File: src/rtl/adder_seq_pkg.sv
// Shared types and elaboration helpers for the sequential slice adder.
package adder_seq_pkg;

    typedef enum logic [0:0] {
        IDLE = 1'b0,
        RUN  = 1'b1
    } state_e;

    function automatic int n_slices(input int width, input int slice);
        return width / slice;
    endfunction

    // Index width for n slices; a single slice still needs a 1-bit index.
    function automatic int idx_w(input int n);
        return (n <= 1) ? 1 : $clog2(n);
    endfunction

endpackage

File: src/rtl/adder_seq_nb_slice.sv
// Combinational SLICE-bit ripple adder; also exposes the carry into its MSB for overflow.
module adder_slice #(
    parameter int SLICE = 2
) (
    input  logic [SLICE-1:0] a,
    input  logic [SLICE-1:0] b,
    input  logic             c_in,
    output logic [SLICE-1:0] s,
    output logic             c_out,
    output logic             c_msb_in
);

    logic [SLICE:0] carry_s;

    // Bit-serial ripple through the slice.
    always_comb begin
        carry_s    = '0;
        s          = '0;
        carry_s[0] = c_in;
        for (int i = 0; i < SLICE; i++) begin
            s[i]         = a[i] ^ b[i] ^ carry_s[i];
            carry_s[i+1] = (a[i] & b[i]) | (carry_s[i] & (a[i] ^ b[i]));
        end
    end

    assign c_out    = carry_s[SLICE];
    assign c_msb_in = carry_s[SLICE-1];

endmodule

File: src/rtl/adder_seq_nb.sv
// Multi-cycle WIDTH-bit adder, SLICE bits per clock, start/ready/done handshake.
// Optional macro ADDER_SEQ_SUB_EN adds a 'sub' port for a - b - cin.
module adder_seq_nb
    import adder_seq_pkg::*;
#(
    parameter int WIDTH = 8,
    parameter int SLICE = 2
) (
    input  logic             clk,
    input  logic             rst_n,
    input  logic             start,
`ifdef ADDER_SEQ_SUB_EN
    input  logic             sub,
`endif
    input  logic [WIDTH-1:0] a,
    input  logic [WIDTH-1:0] b,
    input  logic             cin,
    output logic             ready,
    output logic             done,
    output logic [WIDTH-1:0] sum,
    output logic             cout,
    output logic             ovf
);

    localparam int N  = n_slices(WIDTH, SLICE);
    localparam int IW = idx_w(N);

    if (WIDTH < 1 || SLICE < 1 || (WIDTH % SLICE) != 0) begin : g_param_check
        $error("adder_seq_nb: SLICE must be >= 1 and divide WIDTH");
    end

    state_e           state_q, state_d;
    logic [WIDTH-1:0] a_q, a_d, b_q, b_d, sum_q, sum_d;
    logic             carry_q, carry_d;
    logic [IW-1:0]    idx_q, idx_d;
    logic             cout_q, cout_d, ovf_q, ovf_d, done_q, done_d;

    logic [WIDTH-1:0] b_in_s;
    logic             cin_in_s;
    logic [SLICE-1:0] a_slice_s, b_slice_s, s_slice_s;
    logic             c_out_s, c_msb_s, last_s;

    // Subtraction is a + ~b + ~cin, so only the loaded operand and carry differ.
`ifdef ADDER_SEQ_SUB_EN
    assign b_in_s   = sub ? ~b : b;
    assign cin_in_s = sub ? ~cin : cin;
`else
    assign b_in_s   = b;
    assign cin_in_s = cin;
`endif

    assign a_slice_s = a_q[int'(idx_q)*SLICE +: SLICE];
    assign b_slice_s = b_q[int'(idx_q)*SLICE +: SLICE];
    assign last_s    = (idx_q == IW'(N - 1));

    adder_slice #(.SLICE(SLICE)) u_slice (
        .a        (a_slice_s),
        .b        (b_slice_s),
        .c_in     (carry_q),
        .s        (s_slice_s),
        .c_out    (c_out_s),
        .c_msb_in (c_msb_s)
    );

    // State and datapath registers.
    always_ff @(posedge clk or negedge rst_n) begin
        if (!rst_n) begin
            state_q <= IDLE;
            a_q     <= '0;
            b_q     <= '0;
            sum_q   <= '0;
            carry_q <= 1'b0;
            idx_q   <= '0;
            cout_q  <= 1'b0;
            ovf_q   <= 1'b0;
            done_q  <= 1'b0;
        end else begin
            state_q <= state_d;
            a_q     <= a_d;
            b_q     <= b_d;
            sum_q   <= sum_d;
            carry_q <= carry_d;
            idx_q   <= idx_d;
            cout_q  <= cout_d;
            ovf_q   <= ovf_d;
            done_q  <= done_d;
        end
    end

    // Next-state logic.
    always_comb begin
        state_d = state_q;
        case (state_q)
            IDLE: begin
                if (start) state_d = RUN;
                else       state_d = IDLE;
            end
            RUN: begin
                if (last_s) state_d = IDLE;
                else        state_d = RUN;
            end
            default: state_d = IDLE;
        endcase
    end

    // Datapath and result register updates.
    always_comb begin
        a_d     = a_q;
        b_d     = b_q;
        sum_d   = sum_q;
        carry_d = carry_q;
        idx_d   = idx_q;
        cout_d  = cout_q;
        ovf_d   = ovf_q;
        done_d  = 1'b0;
        case (state_q)
            IDLE: begin
                if (start) begin
                    a_d     = a;
                    b_d     = b_in_s;
                    carry_d = cin_in_s;
                    idx_d   = '0;
                    sum_d   = '0;
                end else begin
                    done_d  = 1'b0;
                end
            end
            RUN: begin
                sum_d[int'(idx_q)*SLICE +: SLICE] = s_slice_s;
                carry_d = c_out_s;
                if (last_s) begin
                    cout_d = c_out_s;
                    ovf_d  = c_out_s ^ c_msb_s;
                    done_d = 1'b1;
                    idx_d  = '0;
                end else begin
                    idx_d  = idx_q + IW'(1);
                end
            end
            default: begin
                done_d = 1'b0;
            end
        endcase
    end

    assign ready = (state_q == IDLE);
    assign done  = done_q;
    assign sum   = sum_q;
    assign cout  = cout_q;
    assign ovf   = ovf_q;

endmodule

File: config.mk
export PLATFORM = sky130hd
export DESIGN_NAME = adder_seq_nb
export DESIGN_NICKNAME = d
export VERILOG_FILES = /design/src/rtl/adder_seq_pkg.sv /design/src/rtl/adder_seq_nb_slice.sv /design/src/rtl/adder_seq_nb.sv
export SDC_FILE = /design/constraint.sdc
export NUM_CORES = 1
export LEC_CHECK = 0
export CAP_MARGIN = 20
export CORE_AREA = 2 2 54 56
export DETAILED_ROUTE_END_ITERATION = 16
export DIE_AREA = 0 0 56 58
export DONT_BUFFER_PORTS = 1
export PLACE_DENSITY_LB_ADDON = 0.2
export SLEW_MARGIN = 20
export SYNTH_ARGS = -nofsm -noshare
export SYNTH_HDL_FRONTEND = slang
export SYNTH_SLANG_ARGS = --single-unit
export TNS_END_PERCENT = 10
File: constraint.sdc
create_clock -name clk -period 2.89 [get_ports clk]
set_clock_uncertainty 0.1 [all_clocks]
set_input_delay 0.578 -clock clk [delete_from_list [all_inputs] [get_ports clk]]
set_output_delay 0.578 -clock clk [all_outputs]
set_load 0.02 [all_outputs]
-- Word level (Yosys, flattened, before mapping)
Cells that the tools add are included.
- add/sub/neg operators: 2
- equality and inequality tests: 2
- multiplexer cells: 13
- bitwise logic cells: 12
- shift-type cells: 4
- reductions and logical operators: 2
- operator list (cell ; count):
    $neg 3->33 ; 1
    $shift 2x33->8 const A ; 1
    $shiftx 2x33->8 ; 1
    $pmux 8 s2 ; 1
    $shiftx 8x4->2 ; 2
    $bwmux 8 ; 1
    $mux 8 ; 1
    $pmux 1 s2 ; 3
    $xor 1x1->1 ; 5
    $and 1x1->1 ; 4
    $mux 1 ; 4
    $mux 2 ; 2
    $pmux 2 s2 ; 1
    $reduce_and 2->1 ; 2
    $add 2x1->2 const B ; 1
    $eq 2x2->1 const B ; 1
    $ne 2x2->1 const B ; 1
    $or 1x1->1 ; 2
    $not 1->1 ; 1
- bits in registers: 31
- input bits: 20

-- Logic depth before layout (Yosys ltp)
Gate-level depths: netlist of run 1.
- depth in word-level cells: 8
- gate-level depth with buffers: 6

-- Hierarchy
From an unflattened synthesis of run 1, not the netlist that was laid out.
- cells, all modules: 102
- area, all modules: 1519.0 um^2
- modules (own cells, without submodules) (module ; cells each ; seq. area each (um^2) ; times used ; area each (um^2)):
    adder_seq_nb ; 100 ; 775.7 ; 1 ; 1478.9
    adder_slice ; 2 ; 0.0 ; 1 ; 40.0

-- Worst setup path before layout of run 1
OpenSTA, ideal clock, no wires.
- path type: reg2reg
- from: register idx_q[0]
- to: register sum_q[5] (netlist: sum[5])
- period minus slack after synthesis: 2531 ps
- slack: 359 ps
- cell stages (with the launch flop): 6
- data arrival time: 2310 ps
- buffers on the path: 1
- cell sequence: dfrtp_1 buf_2 mux4_2 fa_1 fa_1 a32o_1
- longest elaborated chain between the ends: 8
- elaborated cells between the ends (all ways): 14
- those cells by class: add/sub: 1; shift: 4; mux: 2; bitwise: 7
- ends and longest elaborated chain (element ; RTL line ; RTL):
    start, declared ; adder_seq_nb.sv:35 ; logic [IW-1:0] idx_q, idx_d;
    start signal, assigned ; adder_seq_nb.sv:83 ; idx_q <= idx_d;
    $shiftx 8x4->2 (on tied branches) ; adder_seq_nb.sv:52, adder_seq_nb.sv:53 ;
    $xor 1x1->1 ; adder_seq_nb_slice.sv:21, adder_seq_nb_slice.sv:22 ;
    $and 1x1->1 ; adder_seq_nb_slice.sv:22 ; carry_s[i+1] = (a[i] & b[i]) | (carry_s[i] & (a[i] ^ b[i]));
    $or 1x1->1 ; adder_seq_nb_slice.sv:22 ;
    $xor 1x1->1 ; adder_seq_nb_slice.sv:21 ; s[i] = a[i] ^ b[i] ^ carry_s[i];
    $shiftx 2x33->8 ; adder_seq_nb.sv:129 ; sum_d[int'(idx_q)*SLICE +: SLICE] = s_slice_s;
    $bwmux 8 (*) ; adder_seq_nb.sv:129 ;
    $pmux 8 s2 (*) ; adder_seq_nb.sv:116 ; case (state_q)
    end signal, assigned ; adder_seq_nb.sv:81 ; sum_q <= sum_d;
    end, declared ; adder_seq_nb.sv:33 ; logic [WIDTH-1:0] a_q, a_d, b_q, b_d, sum_q, sum_d;
Mark *: on every way between the ends. The rest lies on a longest branch, timed or not.
A chain may end at the register's enable or synchronous reset.

-- Worst setup path in the final report of run 1
Same ends and word-level chain as after synthesis.

==> results.py, run 1 <==
metrics = {
    "run": {
        "cap_violations": 0,
    },
    "worst_setup_path": {
        "crit_path_end_kind": "flop",
        "cp-start-kind": "flop",
        "worst-path-max-fanout": 5,
        "required_ns": 3.01,
        "cp.arrival_ns": 2.65,
        "timing.rr.start": "idx_q[0]",
        "ff2ff_path_depth": 4,
        "r2r_end": "sum[5]",
        "rrSetupSlack_ns": 0.36,
        "crit_type": "flop to flop",
    },
    "synth": {
        "netlist_area_mm2": 0.00150,
        "ys_seq_elements": 31,
        "synth.distinct_cells": 28,
        "async_reset_ff_share_pct": 100,
        "yosysMostFrequentCell": "dfrtp_1",
        "ys.warnings.count": 0,
        "netlist.area_leader.share_pct": 51.6,
        "synth_top_area_cell": "dfrtp_1",
        "syn_inst": 99,
        "synth_area_leaders": "dfrtp_1 52%, mux2_4 10%, mux4_2 6.0%",
        "avgSynthCellArea_um2": 15.2,
        "synth_nets": 125,
        "netlist_top_cells_count": "31 x dfrtp_1, 10 x mux2_4, 7 x mux2_2, 6 x a32o_1",
        "synth-seq-area-share_pct": 51.6,
        "synth_edf_count": 0,
        "ys.flop_type": "dfrtp_1",
    },
    "worst_hold_path": {
        "min_path_cells": 1,
        "whs_endpoint": "b_q[4]",
        "hold_path.class": "primary input to flop",
        "hold_start": "b[4]",
    },
    "final_layout": {
        "fin_util_pct": 60.1,
        "post-route-cell-area_mm2": 0.00160,
        "antenna_cells": 0,
        "nets": 130,
        "drive_above_1_share_pct": 29.5,
        "area_delta_synth_final_pct": 6.41,
    },
    "timing": {
        "fin_crit_ns": 2.53,
        "rsz0062_at_grt": "false",
        "worst_pin_slew_ns": 0.625,
        "fin_ws_ns": 0.360,
        "fin_crit_sh_pct": 87.5,
        "fmax_ghz": 0.395,
        "setup_violations": 0,
        "hold_viol": 0,
        "setup_tns_ns": 0,
        "slew_viol_final": 0,
        "relSlewSlack_pct": 58.3,
    },
    "detailed_routing": {
        "vias": 831,
        "routed-wl-met2_um": 1310,
        "dr.pass1.iters": 3,
        "routed_wl_um": 2610,
        "wl_met1_um": 1100,
        "post_drt_via_cell_ratio": 6.11,
        "drc": 0,
        "drtIter0Drc": 12,
        "top_layer_used": "met4",
        "routed-wl-met3_um": 151,
        "antenna_left": 0,
        "wl_per_cell_um": 19.2,
    },
    "die": {
        "rows": 19,
        "die_y_um": 58,
        "fp.coreArea_mm2": 0.00266,
        "ios": 32,
        "die_x_um": 56,
        "initial_core_util_pct": 56.4,
        "dieArea_mm2": 0.00325,
    },
    "clocking": {
        "cts_sinks": 31,
        "cts_setup_buffers": 0,
        "root_buffer": "clkbuf_4",
        "htreeDepth": 2,
        "cts.clk_slew.worst_paths_ns": 0.10,
        "clk_path_buf_depth": 2,
        "cts_buffers": 5,
        "clk_latency_ns": 0.33,
        "cts_tree": "yes",
    },
    "global_route": {
        "grt_usage_pct": 18.3,
        "overflow": 0,
        "grt_pass1_vias": 898,
        "antenna_found_initial": 0,
        "grt_max_degree": 32,
        "grt_pass1_wl_um": 4390,
    },
    "placement": {
        "hpwl_um": 1800,
        "port_buffers": 0,
        "postPlaceCellArea_mm2": 0.00150,
        "place_ws_ns": 0.353,
        "gp_congestion": 0.732,
    },
    "pwr": {
        "p_leak_nw": 0.732,
        "power_per_cell_area_mw_per_mm2": 1380,
        "peakVddDrop_mv": 0.769,
    },
    "run_status": {
        "outcome": "finished clean",
    },
}
-- cells by family (layout without fill, tap and decap cells) --
family,count (synthesis),in the layout,synth area share (%)
flops,31,31,51.6
mux,25,25,23.9
simple gates,15,15,6.50
compound gates,13,13,7.41
buf+inv,8,14,4.00
fa+ha+maj,6,6,6.00
xor+xnor,1,1,0.583
-- cell type report --
class,count,area (um^2)
fill,229,1060
sequential,31,776
multi-input combinational,60,667
clock buffer,8,68.8
tap,31,38.8
timing repair buffer,3,37.5
inverter,3,11.3
-- stage by stage --
| stage | hold WS [ns] | power (mW) | cells |
|---|---|---|---|
| after floorplan | 0.182 | 1.72 | 99 |
| after global placement | 0.183 | 1.88 | 126 |
| after detailed placement | 0.183 | 1.92 | 126 |
| after CTS | 0.275 | 2.23 | 136 |
| after global routing | 0.266 | 2.35 | 136 |
| final | 0.288 | 2.20 | 136 |
-- sequential cells by signal, summed over array words and instances (netlist names) --
| signal | flops |
|---|---|
| b_q | 8 |
| ovf | 1 |
| sum | 8 |
| done | 1 |
| carry_q | 1 |
| a_q | 8 |
| idx_q | 2 |
| state_q | 1 |
| cout | 1 |
-- worst max path at each step --
stage                         from  endpoint  slack (ns)  cells after the start
final                     idx_q[0]    sum[5]        0.36                      4
after global routing      idx_q[0]    sum[5]        0.27                      4
after CTS                 idx_q[0]    sum[5]        0.34                      4
after detailed placement  idx_q[0]    sum[5]        0.35                      4
after global placement    idx_q[0]    sum[5]        0.41                      4
after floorplan           idx_q[0]    sum[5]        0.36                      5
-- power by group --
group / switching (mW) / leakage (nW) / internal, mW / total [mW]
Clock: 0.144 / 0.0386 / 0.143 / 0.287
Combinational: 0.452 / 0.311 / 0.555 / 1.01
Sequential: 0.266 / 0.382 / 0.643 / 0.909
Total: 0.862 / 0.732 / 1.34 / 2.20
-- worst max-delay path, cell delays in order, from the launching register on --
cell and delay [ns]:
dfrtp_1 0.49, mux4_2 0.55, fa_1 0.46, fa_1 0.53
a32o_1 0.28
-- metal layers --
| layer | global-route usage (%) | vias up |
|---|---|---|
| met2 | 29.6 | 23 |
| met4 | 9.18 | 0 |
| met3 | 7.59 | 7 |
| met5 | 0 | - |
| met1 | 21.1 | 421 |
| li1 | - | 380 |
-- cell usage in the layout, fill, tap and decap left out, types with 2 or more instances in the layout --
master    netlist  final
nor2_1          3      3
inv_1           3      3
mux4_2          4      4
nor4bb_1        2      2
mux2_2          7      7
mux2_4         10     10
clkbuf_8        0      2
mux2i_1         4      4
a22o_1          2      2
clkbuf_4        0      5
nand2_1         4      4
a32o_1          6      6
fa_1            2      2
ha_1            4      4
a21oi_1         2      2
dfrtp_1        31     31
-- what timing repair did --
| action | CTS | global route |
|---|---|---|
| hold buffers | 2 | 0 |
| gates resized for setup | 0 | 0 |
| endpoints found under the hold margin | 31 | 0 |
Power figures use the tool's default switching activity.
==> inputs of run 2 (changes only) <==
--- a/config.mk
+++ b/config.mk
@@ -8,5 +8,5 @@
 export CAP_MARGIN = 20
-export CORE_AREA = 2 2 54 56
+export CORE_AREA = 2 2 56 53
 export DETAILED_ROUTE_END_ITERATION = 16
-export DIE_AREA = 0 0 56 58
+export DIE_AREA = 0 0 58 55
 export DONT_BUFFER_PORTS = 1
==> constraint.sdc (replaced) <==
create_clock -name clk -period 2.89 [get_ports clk]
set_clock_uncertainty 0.1 [all_clocks]
set_input_delay 0.7225 -clock clk [delete_from_list [all_inputs] [get_ports clk]]
set_output_delay 0.7225 -clock clk [all_outputs]
set_load 0.02 [all_outputs]
==> results.py, run 2 (synthesis gave the netlist of run 1 again) <==
metrics = {
    "die": {
        "fp.coreArea_mm2": 0.00261,
        "initial_core_util_pct": 57.5,
        "rows": 18,
        "ios": 32,
        "die_y_um": 55,
        "die_x_um": 58,
        "dieArea_mm2": 0.00319,
    },
    "final_layout": {
        "area_delta_synth_final_pct": 3.83,
        "mostFrequentLayoutCell": "dfrtp_1",
        "antenna_cells": 0,
        "nets": 129,
        "final_cell_mix": "31 x dfrtp_1, 10 x mux2_4, 7 x mux2_2, 6 x a32o_1, 5 x clkbuf_4",
        "drive_above_1_share_pct": 28.4,
        "num-fill-cells": 220,
    },
    "placement": {
        "gp_congestion": 0.717,
        "place_ws_ns": 0.340,
        "hpwl_um": 1810,
        "port_buffers": 0,
    },
    "worst_setup_path": {
        "crit_buf_inv": 0,
        "crit_path_end_kind": "flop",
        "crit_top_cell": "fa_1",
        "worst-path-max-fanout": 5,
        "required_ns": 3.01,
        "cp.arrival_ns": 2.69,
        "crit_family": "adder cells",
        "crit_chain": "mux4_2, fa_1, fa_1, a32o_1",
        "crit_type": "flop to flop",
        "max_stage_delay_ns": 0.57,
        "cp-start-kind": "flop",
        "ff2ff_path_depth": 4,
        "timing.rr.start": "idx_q[0]",
        "rrSetupSlack_ns": 0.32,
        "critPathLaunch": "idx_q[0]",
        "r2r_end": "sum[5]",
        "crit_path_top_delay_cell": "mux4_2",
    },
    "clocking": {
        "cts_sinks": 31,
        "clk_latency_ns": 0.33,
        "cts_setup_buffers": 0,
        "ctsResizeCount": 0,
        "htreeDepth": 2,
        "cts_buffers": 5,
        "cts_tree": "yes",
        "cts.clk_slew.worst_paths_ns": 0.09,
        "clk_path_buf_depth": 2,
        "root_buffer": "clkbuf_4",
    },
    "detailed_routing": {
        "drtIter0Drc": 27,
        "vias": 829,
        "dr.pass1.iters": 4,
        "post_drt_via_cell_ratio": 6.28,
        "drc": 0,
        "wl_per_cell_um": 18.6,
        "antenna_left": 0,
        "routed_wl_um": 2460,
    },
    "global_route": {
        "grt_pass1_vias": 806,
        "overflow": 0,
        "antenna_found_initial": 0,
        "grt_max_degree": 32,
        "grt_pass1_wl_um": 3930,
        "grt_usage_pct": 18.3,
    },
    "pwr": {
        "power_per_cell_area_mw_per_mm2": 1360,
        "p_leak_nw": 0.713,
        "peakVddDrop_mv": 0.757,
    },
    "timing": {
        "setup_tns_ns": 0,
        "worst_pin_slew_ns": 0.616,
        "fin_crit_sh_pct": 88.9,
        "fmax_ghz": 0.389,
        "fin_ws_ns": 0.320,
        "slew_viol_final": 0,
        "relSlewSlack_pct": 59.0,
        "fin_crit_ns": 2.57,
        "hold_viol": 0,
        "setup_violations": 0,
        "rsz0062_at_grt": "false",
    },
    "worst_hold_path": {
        "hold_path.class": "primary input to async pin",
    },
    "run_status": {
        "outcome": "finished clean",
    },
    "run": {
        "cap_violations": 0,
    },
}
==> run 2: report_power, final <==
group | internal, mW | leakage (nW) | switching (mW)
sequential | 0.644 | 0.382 | 0.268
clock | 0.0863 | 0.0242 | 0.129
combinational | 0.555 | 0.307 | 0.444
total | 1.28 | 0.713 | 0.840
==> run 2: routing by layer <==
| metal | share of wire, % | GRT usage, % |
|---|---|---|
| met1 | 40 | 21.6 |
| met2 | 52 | 29.2 |
| met3 | 5.9 | 7.67 |
| met4 | 2.2 | 9.30 |
| met5 | 0 | 0 |
==> run 2: how the worst max path moves through the flow <==
stage | endpoint | cells past startpoint | slack (ns)
after global routing | sum[3] | 5 | 0.23
after CTS | sum[5] | 4 | 0.33
final | sum[5] | 4 | 0.32
after detailed placement | sum[5] | 4 | 0.34
after global placement | sum[5] | 4 | 0.41
after floorplan | sum[5] | 5 | 0.36
==> run 2: worst register-to-register path: stages, from the launching register on <==
cell     delay (ns)
dfrtp_1        0.50
mux4_2         0.57
fa_1           0.46
fa_1           0.55
a32o_1         0.28
==> run 2: timing repair <==
item,4_1_cts,5_1_grt
setup endpoints to repair,0,0
hold buffers,1,0
hold endpoints to repair,31,0
==> run 2: layout make-up <==
cell class / instances / area, um^2 / area share [%]
Tap cell: 30 / 37.5 / 2.41
Timing Repair Buffer: 2 / 27.5 / 1.76
Clock buffer: 6 / 41.3 / 2.65
Sequential cell: 31 / 776 / 49.7
Multi-Input combinational cell: 60 / 667 / 42.7
Inverter: 3 / 11.3 / 0.722
==> run 2: stage by stage <==
stage	utilization (%)	cells	total power [mW]	hold slack [ns]	cell area, um^2
2_1_floorplan	-	99	1.72	0.327	1500
3_3_place_gp	57.4	125	1.88	0.327	1500
3_5_place_dp	57.4	125	1.92	0.327	1500
4_1_cts	59.7	132	2.15	0.108	1560
5_1_grt	59.7	132	2.30	0.0920	1560
6_report	59.7	132	2.13	0.108	1560
